`src/rtl/nes_bus_pkg.sv`:
```
// Shared CPU-bus definitions for the sprite DMA engine: state encoding and fixed
// register addresses.
package nes_bus_pkg;

    typedef enum logic [2:0] {
        IDLE  = 3'd0,
        HALT  = 3'd1,
        ALIGN = 3'd2,
        READ  = 3'd3,
        WRITE = 3'd4
    } dma_state_t;

    localparam logic [15:0] OAMDMA_ADDR  = 16'h4014;
    localparam logic [15:0] OAMDATA_ADDR = 16'h2004;
    localparam int          OAM_XFER_LEN = 256;
    localparam int          CYCLE_CNT_W  = 10;

endpackage

```
`src/rtl/oam_dma.sv`:
```
// Sprite DMA: a CPU write to TRIG_ADDR halts the CPU and copies one page into OAMDATA.
// Optional halted-cycle counter output enabled by `define OAM_DMA_CYCLE_COUNT_EN.
module oam_dma
    import nes_bus_pkg::*;
#(
    parameter logic [15:0] TRIG_ADDR = OAMDMA_ADDR,
    parameter logic [15:0] DEST_ADDR = OAMDATA_ADDR,
    parameter int          XFER_LEN  = OAM_XFER_LEN
) (
    input  logic                   clk,
    input  logic                   rst_n,
    input  logic [15:0]            cpu_addr,
    input  logic                   cpu_wr,
    input  logic [7:0]             cpu_data,
    output logic                   cpu_halt,
    output logic [15:0]            dma_addr,
    output logic                   dma_rd,
    input  logic [7:0]             dma_rd_data,
    output logic                   dma_wr,
    output logic [7:0]             dma_wr_data,
`ifdef OAM_DMA_CYCLE_COUNT_EN
    output logic [CYCLE_CNT_W-1:0] dma_cycles,
`endif
    output dma_state_t             dbg_state
);

    localparam logic [7:0] LAST_IDX = 8'(XFER_LEN - 1);

    dma_state_t  state, state_nxt;
    logic        parity;
    logic [7:0]  page;
    logic [7:0]  idx, idx_nxt;
    logic [15:0] addr_q;
    logic        trigger;

    assign trigger   = cpu_wr && (cpu_addr == TRIG_ADDR) && (state == IDLE);
    assign dbg_state = state;

    always_ff @(posedge clk) begin
        if (!rst_n) begin
            state  <= IDLE;
            parity <= 1'b0;
            page   <= 8'h00;
            idx    <= 8'h00;
            addr_q <= 16'h0000;
        end else begin
            state  <= state_nxt;
            parity <= ~parity;
            idx    <= idx_nxt;
            addr_q <= dma_addr;
            if (trigger) begin
                page <= cpu_data;
            end
        end
    end

    // dma_addr falls back to addr_q outside READ/WRITE so the bus holds its last address.
    always_comb begin
        state_nxt   = state;
        idx_nxt     = idx;
        cpu_halt    = 1'b1;
        dma_rd      = 1'b0;
        dma_wr      = 1'b0;
        dma_addr    = addr_q;
        dma_wr_data = 8'h00;
        case (state)
            IDLE: begin
                cpu_halt = 1'b0;
                if (trigger) begin
                    state_nxt = HALT;
                end
            end
            HALT: begin
                // parity=1 now means the following cycle is even, so READ can go straight in.
                state_nxt = parity ? READ : ALIGN;
            end
            ALIGN: begin
                state_nxt = READ;
            end
            READ: begin
                dma_rd    = 1'b1;
                dma_addr  = {page, idx};
                state_nxt = WRITE;
            end
            WRITE: begin
                dma_wr      = 1'b1;
                dma_addr    = DEST_ADDR;
                dma_wr_data = dma_rd_data;
                if (idx == LAST_IDX) begin
                    idx_nxt   = 8'h00;
                    state_nxt = IDLE;
                end else begin
                    idx_nxt   = idx + 8'd1;
                    state_nxt = READ;
                end
            end
            default: begin
                cpu_halt  = 1'b0;
                state_nxt = IDLE;
            end
        endcase
    end

`ifdef OAM_DMA_CYCLE_COUNT_EN
    logic [CYCLE_CNT_W-1:0] cycle_cnt;

    always_ff @(posedge clk) begin
        if (!rst_n) begin
            cycle_cnt <= '0;
        end else if (trigger) begin
            cycle_cnt <= '0;
        end else if (state != IDLE) begin
            cycle_cnt <= cycle_cnt + 1'b1;
        end
    end

    assign dma_cycles = cycle_cnt;
`endif

endmodule
```
`config.mk`:
```
export PLATFORM = sky130hd
export DESIGN_NAME = oam_dma
export DESIGN_NICKNAME = d
export VERILOG_FILES = /design/src/rtl/nes_bus_pkg.sv /design/src/rtl/oam_dma.sv
export SDC_FILE = /design/constraint.sdc
export NUM_CORES = 1
export LEC_CHECK = 0
export ABC_AREA = 0
export CORE_ASPECT_RATIO = 1.2
export CORE_MARGIN = 4
export CORE_UTILIZATION = 45
export DETAILED_ROUTE_END_ITERATION = 8
export GPL_TIMING_DRIVEN = 0
export PLACE_DENSITY_LB_ADDON = 0.1
export SLEW_MARGIN = 10
export SYNTH_ARGS = -nofsm -noshare
export SYNTH_HDL_FRONTEND = slang
export SYNTH_SLANG_ARGS = --single-unit
```
`constraint.sdc`:
```
create_clock -name clk -period 3.75 [get_ports clk]
set_clock_uncertainty 0.1 [all_clocks]
set_input_delay 0.9375 -clock clk [delete_from_list [all_inputs] [get_ports clk]]
set_output_delay 0.9375 -clock clk [all_outputs]
set_load 0.005 [all_outputs]
```
---- Word level (Yosys, flattened, before mapping) ----
Cells that the tools add are included.
storage, ports and cells
  memory bits (writable) .................. 0
  register bits ........................... 36
  input bits .............................. 35
  bits in read-only memories .............. 0
  memories kept ........................... 0
  latch bits .............................. 0
  output and inout port bits .............. 30
operators by class
  magnitude comparators ................... 0
  div/mod/pow operators ................... 0
  multiplexer cells ....................... 10
  multiply operators ...................... 0
  reductions and logical operators ........ 4
  shift-type cells ........................ 0
  add/subtract/negate cells ............... 1
  eq/ne operators ......................... 7
  bitwise logic cells ..................... 1
operators with widths
  kind                  count
  $pmux 16 s2           1
  $eq 16x15->1 const B  1
  $mux 8                2
  $pmux 3 s5            1
  $add 8x1->8 const B   1
  $eq 8x8->1 const B    1
  $eq 3x2->1 const B    2
  $mux 1                4
  $reduce_or 4->1       1
  $eq 3x1->1 const B    1
  $eq 3x3->1 const B    1
  $logic_not 3->1       1
  $mux 3                1
  $logic_and 1x1->1     2
  $mux 2                1
  $ne 2x2->1 const B    1
  $not 1->1             1

---- Depth between registers and ports, before layout ----
Gate-level depths: netlist of the first run.
  depth after elaboration ................. 5
  depth in mapped cells ................... 6
  mapped depth without buffers ............ 5

---- Worst setup path before layout of the first run ----
No wires, ideal clock.
  path type ............................... register -> output
  from .................................... register state[2], in the netlist dbg_state[2]
  to ...................................... output dma_wr_data[0]
  slack ................................... 1,551 ps
  arrival ................................. 1,162 ps
  cell stages (with the launch flop) ...... 5
  path through ............................ dfxtp_1 -> nor3b_2 -> buf_6 -> buf_2 -> and2_1
on the way
  word-level cells in the longest chain between the ends .. 2
ends and longest elaborated chain
  element                 RTL line       RTL
  from (decl)             oam_dma.sv:29  dma_state_t state, state_nxt;
  from (signal assigned)  oam_dma.sv:47  state <= state_nxt;
  $eq 3x3->1              oam_dma.sv:66  case (state)
  $mux 8                  oam_dma.sv:66
  to (decl)               oam_dma.sv:20  output logic [7:0] dma_wr_data,
No other way between the ends.

---- Worst setup path in the final report of the first run ----
  from .................................... register state[2], in the netlist dbg_state[2]
  to ...................................... output dma_wr_data[4]
The elaborated chain is that of the path after synthesis.

==> results of run 1 <==
layer usage:
layer | vias up | global-route usage (%) | routed length, um
li1 | 715 | - | -
met1 | 664 | 22.5 | 1580
met2 | 49 | 30.8 | 2030
met3 | 4 | 7.08 | 307
met4 | 0 | 5.90 | 25
met5 | - | 0 | 0
logic make-up (layout without fill, tap and decap cells):
group / Yosys count / count (layout) / share of synthesized area, %
xor gates and xnor gates: 8 / 8 / 4.43
adders and majority gates: 1 / 1 / 0.792
buffers and inverters: 10 / 82 / 3.64
DFF: 36 / 36 / 45.6
AOI/OAI and AO/OA: 23 / 23 / 11.6
muxes: 8 / 8 / 5.07
and+or+nand+nor: 80 / 80 / 28.9
Yosys cell counts, types with 2 or more instances:
| master | n |
|---|---|
| buf_2 | 2 |
| mux2i_1 | 8 |
| o21ai_0 | 4 |
| a22o_1 | 14 |
| nand2_1 | 21 |
| buf_6 | 2 |
| nor2_1 | 5 |
| xor2_1 | 3 |
| nor3_1 | 2 |
| nand4_1 | 4 |
| xnor2_1 | 5 |
| and4_1 | 2 |
| nand3_1 | 6 |
| dfxtp_1 | 36 |
| nor2_4 | 2 |
| nor4b_1 | 2 |
| o22a_1 | 2 |
| clkbuf_1 | 4 |
| and2_1 | 30 |
critical path, delay by kind of cell (launching register included):
| family | cells | cell delay, ns |
|---|---|---|
| simple gates | 2 | 0.50 |
| buf+inv | 3 | 0.89 |
| flops | 1 | 0.42 |
layout make-up:
type | instances | area share [%]
timing repair buffer | 64 | 26.8
clock inverter | 1 | 1.25
buffer | 8 | 1.99
multi-input combinational | 120 | 33.5
inverter | 2 | 0.418
sequential | 36 | 30.1
tap | 37 | 1.93
clock buffer | 7 | 4.03
cells in the final DEF, fill, tap and decap left out, types with 3 or more instances in the layout:
cell	count
clkbuf_8	7
xor2_1	3
nand2_1	21
a22o_1	14
clkbuf_1	4
nor2_1	5
clkdlybuf4s50_1	64
nand3_1	6
nand4_1	4
and2_1	30
dfxtp_1	36
o21ai_0	4
mux2i_1	8
xnor2_1	5
power by group through the flow:
stage	clock, W	combinational, W	sequential [W]
after global routing	0.000395	0.0000521	0.000383
after CTS	0.000372	0.0000486	0.000383
final	0.000367	0.0000484	0.000383
after floorplan	0	0.00000907	0.000392
after detailed placement	0	0.0000486	0.000392
after global placement	0	0.0000473	0.000392
metrics by stage:
stage               cells  power, W  utilization [%]  cell area, um^2  setup slack [ns]
global placement      267  0.000439             67.3             2270             0.702
detailed placement    267  0.000441             67.3             2270             0.664
finish                275  0.000798             71.1             2390             0.623
floorplan             166  0.000401                -             1580              1.55
CTS                   275  0.000803             71.1             2390             0.594
global route          275  0.000830             71.1             2390             0.495
how the worst max path moves through the flow:
stage | end | slack, ns | start
after floorplan | dma_wr_data[0] | 1.55 | dbg_state[2]
after global placement | dma_wr_data[4] | 0.70 | dma_rd_data[4]
after detailed placement | dma_wr_data[4] | 0.66 | dma_rd_data[4]
after CTS | dma_wr_data[4] | 0.59 | dbg_state[2]
after global routing | dma_wr_data[4] | 0.50 | dbg_state[2]
final | dma_wr_data[4] | 0.62 | dbg_state[2]
flip-flops by register name, indices dropped and copies added, names as in the netlist:
| signal | cells |
|---|---|
| dbg_state | 3 |
| parity | 1 |
| idx | 8 |
| addr_q | 16 |
| page | 8 |
==> impl_metrics.env, run 1 <==
export IMPL_timing_final_max_slew_violations=0
export IMPL_hold_path_sink="parity"
export IMPL_post_cts_setup_buffer_count=0
export IMPL_timing_rr_start="idx[0]"
export IMPL_timing_final_crit_period_ns=3.13
export IMPL_timing_hold_ws_ns=0.320
export IMPL_ant_nets=0
export IMPL_setup_violations_final=0
export IMPL_yosys_synthesis_warning_count=0
export IMPL_postSynthNetCount=202
export IMPL_drt_iter0_markers=100
export IMPL_power_frac_seq_pct=48.0
export IMPL_synth_cell_type_count=31
export IMPL_mappedNetlistArea_um2=1580
export IMPL_initial_core_util_pct=46.9
export IMPL_ys_async_sr_fraction_pct=0
export IMPL_num_antenna_cells=0
export IMPL_gr_usage_all_layers_pct=18.9
export IMPL_cts_buffers=5
export IMPL_share_clk_of_total_power_pct=45.9
export IMPL_grt_setup_unrepaired="false"
export IMPL_die_area_um2=4530
export IMPL_grt_first_pass_wirelength_um=6340
export IMPL_cts_clk_slew_worst_paths_ns=0.07
export IMPL_antenna_found_initial=0
export IMPL_die_height_um=72.9
export IMPL_route_detailed_drc=0
export IMPL_syn_mean_instance_area_um2=9.52
export IMPL_critical_path_max_fanout=10
export IMPL_multi_input_area_um2=802
export IMPL_setup_worst_path_class="reg -> out"
export IMPL_maximum_number_of_pins_on_one_net_before_global_route_repair=12
export IMPL_timing_max_slew_rel_slack_pct=68.8
export IMPL_layout_nets=273
export IMPL_synth_enable_flop_cells=0
export IMPL_yosysTopAreaCell="dfxtp_1"
export IMPL_worst_r2r_cell_count=5
export IMPL_hp_start="parity"
export IMPL_synthTopCellsByArea="dfxtp_1 (46%), and2_1 (12%), a22o_1 (7.8%), mux2i_1 (5.1%), nand2_1 (5.0%)"
export IMPL_r2r_end="dbg_state[1]"
export IMPL_timing_worst_slew_pin_value_ns=0.468
export IMPL_critical_path_required_ns=2.71
export IMPL_power_per_cell_area_nw_per_um2=333
export IMPL_ys_seq_area_share_pct=45.6
export IMPL_start_kind="flop"
export IMPL_timing_final_hold_violations=0
export IMPL_firstDrtPassIters=4
export IMPL_detailroute_via_count=1432
export IMPL_critical_path_cell_chain="nor3b_2 -> buf_6 -> buf_2 -> and2_1 -> clkdlybuf4s50_1"
export IMPL_die_width_um=62.1
export IMPL_clock_tree_from_tritoncts="yes"
export IMPL_fin_tns_setup_ns=0
export IMPL_core_area_um2=3370
export IMPL_depth_of_the_cts_h_tree=2
export IMPL_global_route_overflow_total=0
export IMPL_synth_top_cell_area_share_pct=45.6
export IMPL_avgViaCountPerCell=5.21
export IMPL_p_int_w=0.000652
export IMPL_run_status="finished, final reports clean"
export IMPL_detail_route_wirelength_um=3940
export IMPL_cts_repair_resize_count=0
export IMPL_number_of_maximum_capacitance_constraint_violations=0
export IMPL_netlist_instances=166
export IMPL_buffer_ports_inserted=64
export IMPL_number_of_global_route_vias_before_repair=1412
export IMPL_critical_path_arrival_ns=2.09
export IMPL_worst_skew_pair_late_latency_ns=0.28
export IMPL_period_share_pct=83.4
export IMPL_place_congestion=0.739
export IMPL_hold_path_depth=1
export IMPL_leakage_nw=0.901
export IMPL_yosys_most_used_dff="dfxtp_1"
export IMPL_io_pins=65
export IMPL_wl_per_cell_um=14.3
export IMPL_hpwlAfterDp_um=3040
export IMPL_post_cts_hold_buffer_count=0
export IMPL_clock_sinks=36
export IMPL_critical_path_slowest_cell="clkdlybuf4s50_1"
export IMPL_placementRows=23
export IMPL_irDropWorstVdd_v=0.000406
export IMPL_power_switching_w=0.000147
export IMPL_pwr_share_comb_pct=6.1
export IMPL_fill_cells=259
export IMPL_worstSetupEndpointType="output port"
export IMPL_synthToLayoutAreaGrowth_pct=51.5
export IMPL_fmaxAchievable_mhz=320
export IMPL_yosys_register_bits=36
export IMPL_switching_share_pct=18.4
export IMPL_final_layout_size_suffix_gt1_share_pct=7.56
export IMPL_cts_root_buf="clkbuf_8"
export IMPL_worst_r2r_setup_slack_ns=2.17
export IMPL_hold_path_class="reg -> reg"
export IMPL_crit_path_max_incr_delay_ns=0.52
export IMPL_ff_latch_area_um2=721
export IMPL_clockBufferDepth=2
Power figures use the tool's default switching activity.
==> inputs of run 2 (changes only) <==
--- a/config.mk
+++ b/config.mk
@@ -8,7 +8,7 @@
 export ABC_AREA = 0
 export CORE_ASPECT_RATIO = 1.2
 export CORE_MARGIN = 4
-export CORE_UTILIZATION = 45
+export CORE_UTILIZATION = 38
 export DETAILED_ROUTE_END_ITERATION = 8
 export GPL_TIMING_DRIVEN = 0
 export PLACE_DENSITY_LB_ADDON = 0.1
==> constraint.sdc (replaced) <==
create_clock -name clk -period 2.8 [get_ports clk]
set_clock_uncertainty 0.1 [all_clocks]
set_input_delay 0.7 -clock clk [delete_from_list [all_inputs] [get_ports clk]]
set_output_delay 0.7 -clock clk [all_outputs]
set_load 0.005 [all_outputs]
==> impl_metrics.env, run 2 (same netlist as run 1, synthesis figures left out) <==
export IMPL_run_status="finished, final reports clean"
export IMPL_critical_path_arrival_ns=1.91
export IMPL_detail_route_wirelength_um=4220
export IMPL_grt_first_pass_wirelength_um=6740
export IMPL_largest_reg_flops=16
export IMPL_grt_setup_unrepaired="false"
export IMPL_p_int_w=0.000778
export IMPL_io_pins=65
export IMPL_route_detailed_drc=0
export IMPL_finish_utilization_pct=60.6
export IMPL_timing_final_hold_violations=0
export IMPL_power_frac_seq_pct=53.0
export IMPL_hpwlAfterDp_um=3230
export IMPL_buffer_ports_inserted=64
export IMPL_gr_usage_all_layers_pct=16.5
export IMPL_share_clk_of_total_power_pct=40.3
export IMPL_die_area_um2=5260
export IMPL_critical_path_max_fanout=10
export IMPL_largestRegisters="addr_q x16, idx x8, page x8"
export IMPL_firstDrtPassIters=4
export IMPL_timing_final_max_slew_violations=0
export IMPL_global_route_overflow_total=0
export IMPL_timing_worst_slew_pin_value_ns=0.487
export IMPL_wl_per_cell_um=14.4
export IMPL_power_per_cell_area_nw_per_um2=402
export IMPL_die_width_um=66.9
export IMPL_clockBufferDepth=2
export IMPL_registers_top_by_ff_count="addr_q"
export IMPL_worst_skew_pair_late_latency_ns=0.28
export IMPL_leakage_nw=0.890
export IMPL_cts_buffers=5
export IMPL_irDropWorstVdd_v=0.000384
export IMPL_place_congestion=0.866
export IMPL_hold_path_class="reg -> reg"
export IMPL_cts_clk_slew_worst_paths_ns=0.07
export IMPL_final_layout_size_suffix_gt1_share_pct=8.82
export IMPL_detailroute_via_count=1448
export IMPL_timing_final_crit_period_ns=2.71
export IMPL_drt_iter0_markers=60
export IMPL_synthToLayoutAreaGrowth_pct=52.3
export IMPL_worstSetupEndpointType="output port"
export IMPL_antenna_found_initial=0
export IMPL_setup_violations_final=0
export IMPL_timing_max_slew_rel_slack_pct=67.5
export IMPL_placementRows=25
export IMPL_pwr_share_comb_pct=6.7
export IMPL_critical_path_required_ns=2.00
export IMPL_dpl_worst_slack_ns=0.202
export IMPL_hold_path_depth=1
export IMPL_post_cts_hold_buffer_count=0
export IMPL_setup_worst_path_class="reg -> out"
export IMPL_post_route_worst_setup_slack_ns=0.0888
export IMPL_number_of_maximum_capacitance_constraint_violations=0
export IMPL_maximum_number_of_pins_on_one_net_before_global_route_repair=11
export IMPL_switching_share_pct=19.7
export IMPL_core_area_um2=3970
export IMPL_number_of_global_route_vias_before_repair=1486
export IMPL_layout_nets=274
export IMPL_fin_tns_setup_ns=0
export IMPL_initial_core_util_pct=39.8
export IMPL_power_switching_w=0.000191
export IMPL_layout_commonest_cell="clkdlybuf4s50_1"
export IMPL_worst_r2r_cell_count=5
export IMPL_start_kind="flop"
export IMPL_period_share_pct=96.8
export IMPL_fill_cells=357
export IMPL_num_antenna_cells=0
export IMPL_avgViaCountPerCell=4.96
export IMPL_fmaxAchievable_mhz=369
export IMPL_worst_r2r_setup_slack_ns=1.18
export IMPL_clock_tree_from_tritoncts="yes"
export IMPL_layout_cells_most_common_list="clkdlybuf4s50_1 (64), dfxtp_1 (33), and2_1 (30)"
export IMPL_die_height_um=78.6
export IMPL_clock_sinks=36
export IMPL_depth_of_the_cts_h_tree=2
export IMPL_cts_root_buf="clkbuf_8"
export IMPL_ant_nets=0
run 2: cell count changes in the layout (fill, tap and decap cells not counted), sizes merged:
cell,delta
bufinv,-1
buf,+1
run 2: final timing paths:
path	start	endpoint
max	dbg_state[2]	dma_addr[6]
min	parity	parity
max reg2reg	idx[0]	dbg_state[1]
min reg2reg	parity	parity
run 2: what timing repair did:
action,4_1_cts,5_1_grt
setup endpoints to repair,20,12
pin swaps,0,1
setup buffers,1,1
gates resized for setup,4,2
run 2: layer usage:
metal	track usage (%)	wire length, um	vias to the layer above
met5	0	0	-
met4	3.65	23	0
met3	4.58	352	4
met2	29.7	2010	64
met1	19.2	1840	666
li1	-	-	714
run 2: cell type report:
| class | count | area (um^2) | area share, % |
|---|---|---|---|
| buffer | 7 | 45.0 | 1.87 |
| multi-input combinational | 120 | 808 | 33.6 |
| sequential | 36 | 724 | 30.1 |
| clock buffer | 7 | 96.3 | 4.00 |
| tap | 54 | 67.6 | 2.81 |
| timing repair buffer | 66 | 656 | 27.2 |
| inverter | 2 | 10.0 | 0.416 |
run 2: worst max-delay path, cell delays in order, from the launching register on:
cell	delay, ns
dfxtp_2	0.35
nand3b_2	0.26
inv_4	0.14
buf_4	0.19
a22o_1	0.18
clkdlybuf4s50_1	0.51
run 2: per-stage QoR:
stage	area (um^2)	hold WS [ns]	std cells	total power (W)
5_1_grt	2410	0.357	292	0.000998
3_5_place_dp	2290	0.310	284	0.000591
4_1_cts	2400	0.321	292	0.000976
6_report	2410	0.316	292	0.000969
3_3_place_gp	2290	0.304	284	0.000590
2_1_floorplan	1580	0.292	166	0.000537
run 2: power groups by stage:
stage	clock network [W]	logic [W]	registers [W]
floorplan	0	0.0000121	0.000525
global placement	0	0.0000648	0.000525
detailed placement	0	0.0000658	0.000525
CTS	0.000396	0.0000660	0.000513
global route	0.000414	0.0000705	0.000513
finish	0.000390	0.0000651	0.000513
